## src/rtl/ahbl_pkg.sv

```systemverilog
// Shared AHB-Lite encodings: transfer types, response codes and the
// default-slave state enum used by the splitter.
package ahbl_pkg;

  typedef enum logic [1:0] {
    HTRANS_IDLE   = 2'b00,
    HTRANS_BUSY   = 2'b01,
    HTRANS_NONSEQ = 2'b10,
    HTRANS_SEQ    = 2'b11
  } htrans_e;

  localparam logic HRESP_OKAY  = 1'b0;
  localparam logic HRESP_ERROR = 1'b1;

  typedef enum logic [1:0] {
    DS_OKAY = 2'd0,
    DS_ERR1 = 2'd1,
    DS_ERR2 = 2'd2
  } ds_state_e;

endpackage

```

## src/rtl/ahbl_default_slave.sv

```systemverilog
// Default slave: answers unmapped or aborted transfers with the two-beat
// AHB ERROR response (ERR1 stalls, ERR2 completes).
module ahbl_default_slave
  import ahbl_pkg::*;
(
  input  logic clk,
  input  logic rst,
  input  logic err_start,
  input  logic abort,
  output logic hready,
  output logic hresp
);

  ds_state_e state;

  always_ff @(posedge clk or posedge rst) begin
    if (rst) begin
      state  <= DS_OKAY;
      hready <= 1'b1;
      hresp  <= HRESP_OKAY;
    end else begin
      case (state)
        DS_OKAY: if (err_start || abort) begin
          state  <= DS_ERR1;
          hready <= 1'b0;
          hresp  <= HRESP_ERROR;
        end
        DS_ERR1: begin
          state  <= DS_ERR2;
          hready <= 1'b1;
          hresp  <= HRESP_ERROR;
        end
        DS_ERR2: if (err_start) begin
          // another unmapped access was accepted on the completing beat
          state  <= DS_ERR1;
          hready <= 1'b0;
          hresp  <= HRESP_ERROR;
        end else begin
          state  <= DS_OKAY;
          hready <= 1'b1;
          hresp  <= HRESP_OKAY;
        end
        default: begin
          state  <= DS_OKAY;
          hready <= 1'b1;
          hresp  <= HRESP_OKAY;
        end
      endcase
    end
  end

endmodule

```

## src/rtl/ahbl_splitter_n.sv

```systemverilog
// N-way AHB-Lite address decoder / response mux with built-in default slave.
// Define AHBL_SPLITTER_WDOG_EN to add the hung-slave watchdog and TIMEOUT flag.
module ahbl_splitter_n
  import ahbl_pkg::*;
#(
  parameter int N_SLAVES       = 8,
  parameter int DEC_BITS       = 4,
  parameter logic [N_SLAVES*DEC_BITS-1:0] BASES =
    {4'h7, 4'h6, 4'h5, 4'h4, 4'h3, 4'h2, 4'h1, 4'h0},
  parameter int TIMEOUT_CYCLES = 256
) (
  input  logic                     HCLK,
  input  logic                     HRESET,
  input  logic [31:0]              HADDR,
  input  logic [1:0]               HTRANS,
  output logic                     HREADY,
  output logic [31:0]              HRDATA,
  output logic                     HRESP,
  output logic [N_SLAVES-1:0]      S_HSEL,
  input  logic [32*N_SLAVES-1:0]   S_HRDATA,
  input  logic [N_SLAVES-1:0]      S_HREADYOUT,
  input  logic [N_SLAVES-1:0]      S_HRESP,
  output logic                     TIMEOUT
);

  localparam int IW = (N_SLAVES > 1) ? $clog2(N_SLAVES) : 1;

  if (N_SLAVES < 1 || N_SLAVES > 16 || TIMEOUT_CYCLES < 2) begin : g_bad_cfg
    $error("ahbl_splitter_n: parameter out of range");
  end

  logic [N_SLAVES-1:0]       match;
  logic                      hit;
  logic [IW-1:0]             hit_idx;
  logic [N_SLAVES-1:0][31:0] s_rdata;
  logic                      dp_valid, dp_err;
  logic [IW-1:0]             dp_idx;
  logic                      err_start, abort;
  logic                      ds_hready, ds_hresp;
  logic                      unused_ok;

  assign s_rdata   = S_HRDATA;
  assign unused_ok = ^{HTRANS[0], HADDR[31-DEC_BITS:0]};

  for (genvar i = 0; i < N_SLAVES; i++) begin : g_dec
    assign match[i] = (HADDR[31 -: DEC_BITS] == BASES[i*DEC_BITS +: DEC_BITS]);
  end

  // scan high to low so the lowest matching slot is the one left standing
  always_comb begin
    hit     = 1'b0;
    hit_idx = '0;
    for (int i = N_SLAVES - 1; i >= 0; i--) begin
      if (match[i]) begin
        hit     = 1'b1;
        hit_idx = IW'(i);
      end
    end
  end

  always_comb begin
    S_HSEL = '0;
    if (HTRANS[1] && hit) S_HSEL[hit_idx] = 1'b1;
  end

  assign err_start = HREADY & HTRANS[1] & ~hit;

  // an abort hands the stalled data phase over to the default slave
  always_ff @(posedge HCLK or posedge HRESET) begin
    if (HRESET) begin
      dp_valid <= 1'b0;
      dp_err   <= 1'b0;
      dp_idx   <= '0;
    end else if (HREADY) begin
      dp_valid <= HTRANS[1] & hit;
      dp_err   <= HTRANS[1] & ~hit;
      dp_idx   <= hit_idx;
    end else if (abort) begin
      dp_valid <= 1'b0;
      dp_err   <= 1'b1;
    end
  end

  ahbl_default_slave u_dflt (
    .clk       (HCLK),
    .rst       (HRESET),
    .err_start (err_start),
    .abort     (abort),
    .hready    (ds_hready),
    .hresp     (ds_hresp)
  );

`ifdef AHBL_SPLITTER_WDOG_EN
  localparam int CW = $clog2(TIMEOUT_CYCLES + 1);

  logic [CW-1:0] wd_cnt;
  logic          stall;

  assign stall = dp_valid & ~S_HREADYOUT[dp_idx];
  assign abort = stall && (wd_cnt == CW'(TIMEOUT_CYCLES - 1));

  always_ff @(posedge HCLK or posedge HRESET) begin
    if (HRESET) begin
      wd_cnt  <= '0;
      TIMEOUT <= 1'b0;
    end else begin
      if (!stall)                           wd_cnt <= '0;
      else if (wd_cnt != CW'(TIMEOUT_CYCLES)) wd_cnt <= wd_cnt + 1'b1;
      if (abort) TIMEOUT <= 1'b1;
    end
  end
`else
  assign abort   = 1'b0;
  assign TIMEOUT = 1'b0;
`endif

  always_comb begin
    HRDATA = '0;
    HREADY = 1'b1;
    HRESP  = HRESP_OKAY;
    if (dp_valid) begin
      HRDATA = s_rdata[dp_idx];
      HREADY = S_HREADYOUT[dp_idx];
      HRESP  = S_HRESP[dp_idx];
    end else if (dp_err) begin
      HREADY = ds_hready;
      HRESP  = ds_hresp;
    end
  end

endmodule

```

## config.mk

```make
export PLATFORM = sky130hd
export DESIGN_NAME = ahbl_splitter_n
export DESIGN_NICKNAME = d
export VERILOG_FILES = /design/src/rtl/ahbl_pkg.sv /design/src/rtl/ahbl_default_slave.sv /design/src/rtl/ahbl_splitter_n.sv
export SDC_FILE = /design/constraint.sdc
export NUM_CORES = 1
export LEC_CHECK = 0
export ABC_CLOCK_PERIOD_IN_PS = 4200
export BUFFER_PORTS_ARGS = -buffer_cell sky130_fd_sc_hd__buf_2
export CORE_AREA = 2 2 136 138
export CTS_CLUSTER_SIZE = 25
export DETAILED_ROUTE_END_ITERATION = 6
export DIE_AREA = 0 0 138 140
export GPL_TIMING_DRIVEN = 0
export REMOVE_ABC_BUFFERS = 1
export SYNTH_ARGS = -nofsm -noshare
export SYNTH_HDL_FRONTEND = slang
export SYNTH_SLANG_ARGS = --single-unit
```

## constraint.sdc

```tcl
create_clock -name HCLK -period 4.2 [get_ports HCLK]
set_input_delay 0.84 -clock HCLK [delete_from_list [all_inputs] [get_ports HCLK]]
set_output_delay 0.84 -clock HCLK [all_outputs]
set_load 0.005 [all_outputs]
```

* Yosys cells after proc, flatten, opt, wreduce, memory -nomap -nowiden
Cells that the tools add are included.
** Storage, ports and cells
- Register bits after elaboration :: 9
- Input port bits :: 308
- Output and inout port bits :: 43
- Word-level logic and storage cells :: 67
** Cells by class
- Order comparisons :: 3
- Equal/unequal tests :: 10
- Mux-type cells :: 39
- Bitwise operators :: 5
- Reductions and logical operators :: 4
** Operators with widths (number)
- binary-select mux 32 bit (select 3 bit) :: 1
- 2-to-1 mux 32 bit :: 2
- 2-to-1 mux 3 bit :: 8
- 2-to-1 mux 1 bit :: 20
- == test 4 x 3 -> 1 bit, second input constant :: 4
- == test 4 x 2 -> 1 bit, second input constant :: 2
- less-than comparator 3 x 4 -> 1 bit, second input constant :: 2
- 2-to-1 mux 8 bit :: 1
- binary-select mux 1 bit (select 3 bit) :: 2
- case mux 2 bit (3 select lines) :: 1
- AND 1 bit :: 4
- == test 4 x 1 -> 1 bit, second input constant :: 1
- logical NOT 4 bit :: 1
- demux 1 bit (select 3 bit) :: 1
- >= comparator 3 x 1 -> 1 bit, second input constant :: 1
- case mux 1 bit (3 select lines) :: 1
- == test 2 x 1 -> 1 bit, second input constant :: 1
- == test 2 bit, second input constant :: 1
- logical AND 1 bit :: 2
- logical NOT 2 bit :: 1
- 2-to-1 mux 2 bit :: 1
- inequality test 2 bit, second input constant :: 1
- case mux 1 bit (2 select lines) :: 1
- inverter 1 bit :: 1

* Longest topological paths before layout
- Depth after elaboration :: 14
- Mapped depth :: 6
- Gate-level depth less buffers :: 4

* By module
A second synthesis with hierarchy kept.
** Unflattened totals
- Cell total of the unflattened synthesis :: 216
- Area total of the unflattened synthesis :: 2696.3 um^2
** By module, submodules not included
- ahbl_splitter_n :: times used 1, cells an instance 203, area an instance 2542.4 um^2, seq. area each 125.1 um^2
- ahbl_default_slave :: times used 1, cells an instance 13, area an instance 153.9 um^2, seq. area each 101.3 um^2

* Least setup slack after synthesis
Ideal clock, no wire load.
- Kind :: input port to output port
- Start :: input port S_HRESP[7]
- End :: output port HRESP
- Data arrival time :: 1.658 ns
- Required time :: 3.360 ns
- Path slack :: 1.702 ns
- Cell stages on the path :: 4
- Buffers on the path :: 0
- Cells stage by stage :: mux4_2 > mux2_2 > nand2_1 > o21ai_1
** On the way
- Cells in the longest elaborated chain, start to end :: 3
** Ends and longest elaborated chain
- start: declaration :: RTL line ahbl_splitter_n.sv:22 : input logic [N_SLAVES-1:0] S_HRESP,
- binary-select mux 1 bit (select 3 bit) :: RTL line ahbl_splitter_n.sv:124 : HRESP = S_HRESP[dp_idx];
- 2-to-1 mux 1 bit (not written as such) :: RTL line ahbl_splitter_n.sv:124
- 2-to-1 mux 1 bit :: RTL line ahbl_splitter_n.sv:121 : if (dp_valid) begin
- end: declaration :: RTL line ahbl_splitter_n.sv:18 : output logic HRESP,
No other way between the ends. The select of a mux whose other input is x is not followed.

* Final worst setup path
- Start :: register dp_idx[0]
- End :: output port HREADY
** On the way
- Cells in the longest elaborated chain, start to end :: 3
** Ends and longest elaborated chain
- start: declaration :: RTL line ahbl_splitter_n.sv:37 : logic [IW-1:0] dp_idx;
- start signal: assignment :: RTL line ahbl_splitter_n.sv:77 : dp_idx <= hit_idx;
- binary-select mux 1 bit (select 3 bit) :: RTL line ahbl_splitter_n.sv:123 : HREADY = S_HREADYOUT[dp_idx];
- 2-to-1 mux 1 bit (not written as such) :: RTL line ahbl_splitter_n.sv:123
- 2-to-1 mux 1 bit :: RTL line ahbl_splitter_n.sv:121
- end: declaration :: RTL line ahbl_splitter_n.sv:16 : output logic HREADY,
No other way between the ends. The select of a mux whose other input is x is not followed.

==> results.md <==
- The cell area power density is 464 nW/µm².
- The average wire per cell in the routed design is 15.3 µm.
- The combined area of all synthesized cells is 2780 µm².
- For this design the total switching power over the nets is 902 µW.
- The number of buffers on the longest clock path is 2.
- The DRC violation count after routing is 0.
- The maximum fanout along the worst path is 40.
- The first detailed-routing pass took 4 iterations.
- Clock tree synthesis found a total of 9 sinks.
- In the layout the commonest cells are sky130_fd_sc_hd__buf_2, sky130_fd_sc_hd__mux4_2, sky130_fd_sc_hd__mux2i_1, sky130_fd_sc_hd__nor2b_1, sky130_fd_sc_hd__nor3_1.
- The endpoint type of the worst setup path is an output port.
- The end point of the worst hold path is u_dflt.state[1].
- After synthesis, the netlist uses 34 different library cells.
- Counting I/O delays and the setup requirement, the final critical path takes 3360 ps.
- The sequential share of power is 17.8%.
- The clock latency at the later pin of the worst-skew pair is 230 ps.
- The classification of the worst setup path is reg -> out.
- Setup repair after global routing left no endpoint under its margin.
- Timing analysis after detailed placement gives a worst setup slack of 843 ps.
- In this run the cell area measured after placement is 4600 µm².
- The number of warnings printed during yosys synthesis is 0.
- In this run the remaining antenna-violating nets after routing total 0.
- The share of synthesized flip-flops with an asynchronous set or reset is 100%.
- The count of final hold-check violations is 0.
- Summed over its instances, the top area cell type makes up 53.5% of the synthesized netlist area.
- 351 I/O pins were placed.
- Max-cap violations in this run came to 0.
- The H-tree depth is 1.
- The leakage power is 2.22 nW.
- The final number of max-transition violations is 0.
- The internal cell power is 1.27 mW.
- Measured along the y axis, the die boundary spans 140 µm.
- The number of antenna violations at the first check in global routing is 1.
- Among all flip-flop cells after synthesis, the most frequent one is sky130_fd_sc_hd__dfrtp_1.
- In the routed layout, each cell is associated on average with a via count of 4.45.
- The final weighted congestion of routability-driven global placement is 0.809.
- The number of cells on the worst reg-to-reg path is 5.
- The critical path startpoint category is a flop.
- In the final layout, the share of cells above drive strength 1 is 76.1%.
- In this run the standard cell core region covers 17800 µm².
- The run finished with clean final reports.
- The startpoint of the tightest hold check path is u_dflt.state[1].
- The starting density of the core is 15.6%.
- The commonest non-fill, non-tap cell in the layout is sky130_fd_sc_hd__buf_2.
- The final critical-path share of the clock period is 80.1%.
- 0 antenna diodes ended up in the layout.
- The sequential element share of the synthesized area is 8.15%.
- After synthesis, the share of cell area in mux cells is 67.1%.
- In the post-synthesis netlist, the biggest area contributors are sky130_fd_sc_hd__mux4_2, sky130_fd_sc_hd__mux2i_1, sky130_fd_sc_hd__nor2b_1.
- After clock tree synthesis, the clock-pin slew on the worst setup and hold paths is 40 ps.
- The count of buffers added on input and output ports is 320.
- The worst supply voltage drop on vdd is 0.344 mV.
- The adder and majority cell fraction of the synthesized area is 0%.
- After technology mapping, the gate count stands at 229.
- The xor-xnor portion of the synthesized cell area is 0%.
- Headroom to the max-slew limit came out at 14.4%.
- Entering global routing, the biggest net connects 45 pins.
- The total length of routed wires is 11.6 mm.
- After synthesis, the mean cell area works out to 12.1 µm².
- The launch point of the worst path is dp_idx[0].
- The chip width is 138 µm.
- For this run the aggregate overflow at the end of global routing stands at 0.
- The fraction of power consumed by the clock network is 7.7%.
- The final hold slack is 470 ps.
- Adding up every negative setup slack in the final design gives 0 ps.
- Global routing consumed, over all layers together, 11.4% of the routing resources.
- The worst register-to-register path ends at dp_err.
- The first global-routing pass estimated 18.1 mm of wire.
- Static timing analysis puts the maximum clock frequency at 297 MHz.
- Buffers inserted to repair hold after CTS numbered 0.
- In this run the clock root is driven by a sky130_fd_sc_hd__clkbuf_16.
- The switching power share of the total is 41.5%.
- The proportion of power drawn by combinational gates is 74.5%.
- Overall power consumption after layout is estimated at 2.17 mW.
- Summing the areas of all compound-gate instances in the mapped netlist gives 4.55% of the synthesized area.
- The synthesized design spends more area on one cell type than any other, namely sky130_fd_sc_hd__mux4_2.
- The post-synthesis simple-gate area fraction is 14.7%.
- Counting the buffers created by CTS gives 3.
- The total number of placement rows is 49.
- The worst register-to-register path begins at dp_idx[0].
- The post-synthesis to final-layout area growth is 68.4%.
- The number of setup buffers added after CTS is 0.
- The finished cells cover 4680 µm².
- The path type of the worst min-delay path is reg -> reg.
- Gates resized during post-CTS repair numbered 0.
- The number of setup violations in the final report is 0.
- After synthesis, the largest family of logic cells by area is multiplexers.
- The initial DRC count is 81.
- Setup slack on the critical path of the routed design comes to 835 ps.
- The full die area is 19300 µm².
- Data arrives at the worst endpoint at 2520 ps.
- The count of flip-flops with a built-in enable after synthesis is 0.
- The number of flip-flops and latches in the synthesized netlist is 9.
- The number of nets in the finished design is 837.
- The maximum clock skew at final layout is 2.82 ps.
- TritonCTS built the clock tree.
- The via count of the routed design is 3370.
- The number of global-route vias before repair is 3713.
- The slew at the pin closest to its max-slew limit is 1280 ps.
- Along the worst hold path, the cell count comes to 1.
- The minimum setup slack among reg-to-reg paths is 1650 ps.
- The final HPWL from detailed placement is 9.83 mm.
- STA puts the critical path data required time at 3360 ps.
==> through the flow <==
stage	cells	utilization [%]
after global placement	750	25.4
final	757	26.3
after floorplan	201	-
after CTS	757	26.3
after detailed placement	753	25.9
after global routing	757	26.3
==> per-layer routing <==
layer / routed length (µm) / vias up / global-route usage [%]
li1: - / 1546 / -
met1: 4140 / 1626 / 11.6
met2: 6330 / 184 / 23.6
met3: 882 / 14 / 2.22
met4: 209 / 0 / 2.26
met5: 0 / - / 0
==> logic make-up after synthesis <==
logic type | after synthesis
flops | 9
compound gates | 16
simple gates | 71
other cells | 1
mux | 103
buf+inv | 29
==> worst max-delay path, cell delays in order (launching register included) <==
cell                      delay, ps
sky130_fd_sc_hd__dfrtp_4        850
sky130_fd_sc_hd__buf_16         330
sky130_fd_sc_hd__mux2_2         410
sky130_fd_sc_hd__o22ai_4        260
sky130_fd_sc_hd__o21a_1         170
sky130_fd_sc_hd__nor2_1          50
sky130_fd_sc_hd__buf_2          190
==> cell usage after synthesis (all sizes together), types with 4 or more instances <==
cell type / number
a21oi: 5
mux4: 66
mux2i: 34
buf: 17
nor3: 9
nor2: 5
nand2b: 6
nand3: 4
nor2b: 34
nand2: 5
clkbuf: 11
dfrtp: 8
==> worst max path at each step <==
stage	end	slack, ps
finish	HREADY	840
global route	HREADY	600
CTS	HREADY	580
detailed placement	HREADY	840
global placement	HRESP	-1460
floorplan	HRESP	-470
==> registers in the layout (all words and copies together) (netlist names) <==
| register | cells |
|---|---|
| dp_err | 1 |
| dp_valid | 1 |
| dp_idx | 3 |
| u_dflt.hready | 1 |
| u_dflt.state | 2 |
| u_dflt.hresp | 1 |
==> final cells by class <==
type,instances,area [µm²]
clock buffer,4,78.8
fill,1923,13100
tap,229,287
inverter,1,3.75
multi-input combinational,191,2400
timing repair buffer,323,1670
sequential,9,236
==> power by group through the flow <==
stage                     logic, mW  clock network (mW)  registers [mW]
after floorplan                1.10                   0           0.426
after global placement         1.53                   0           0.569
after detailed placement       1.65                   0           0.397
after CTS                      1.65               0.170           0.396
after global routing           1.76               0.174           0.418
final                          1.62               0.167           0.386
Note: power is estimated with default switching activity, not from simulation.
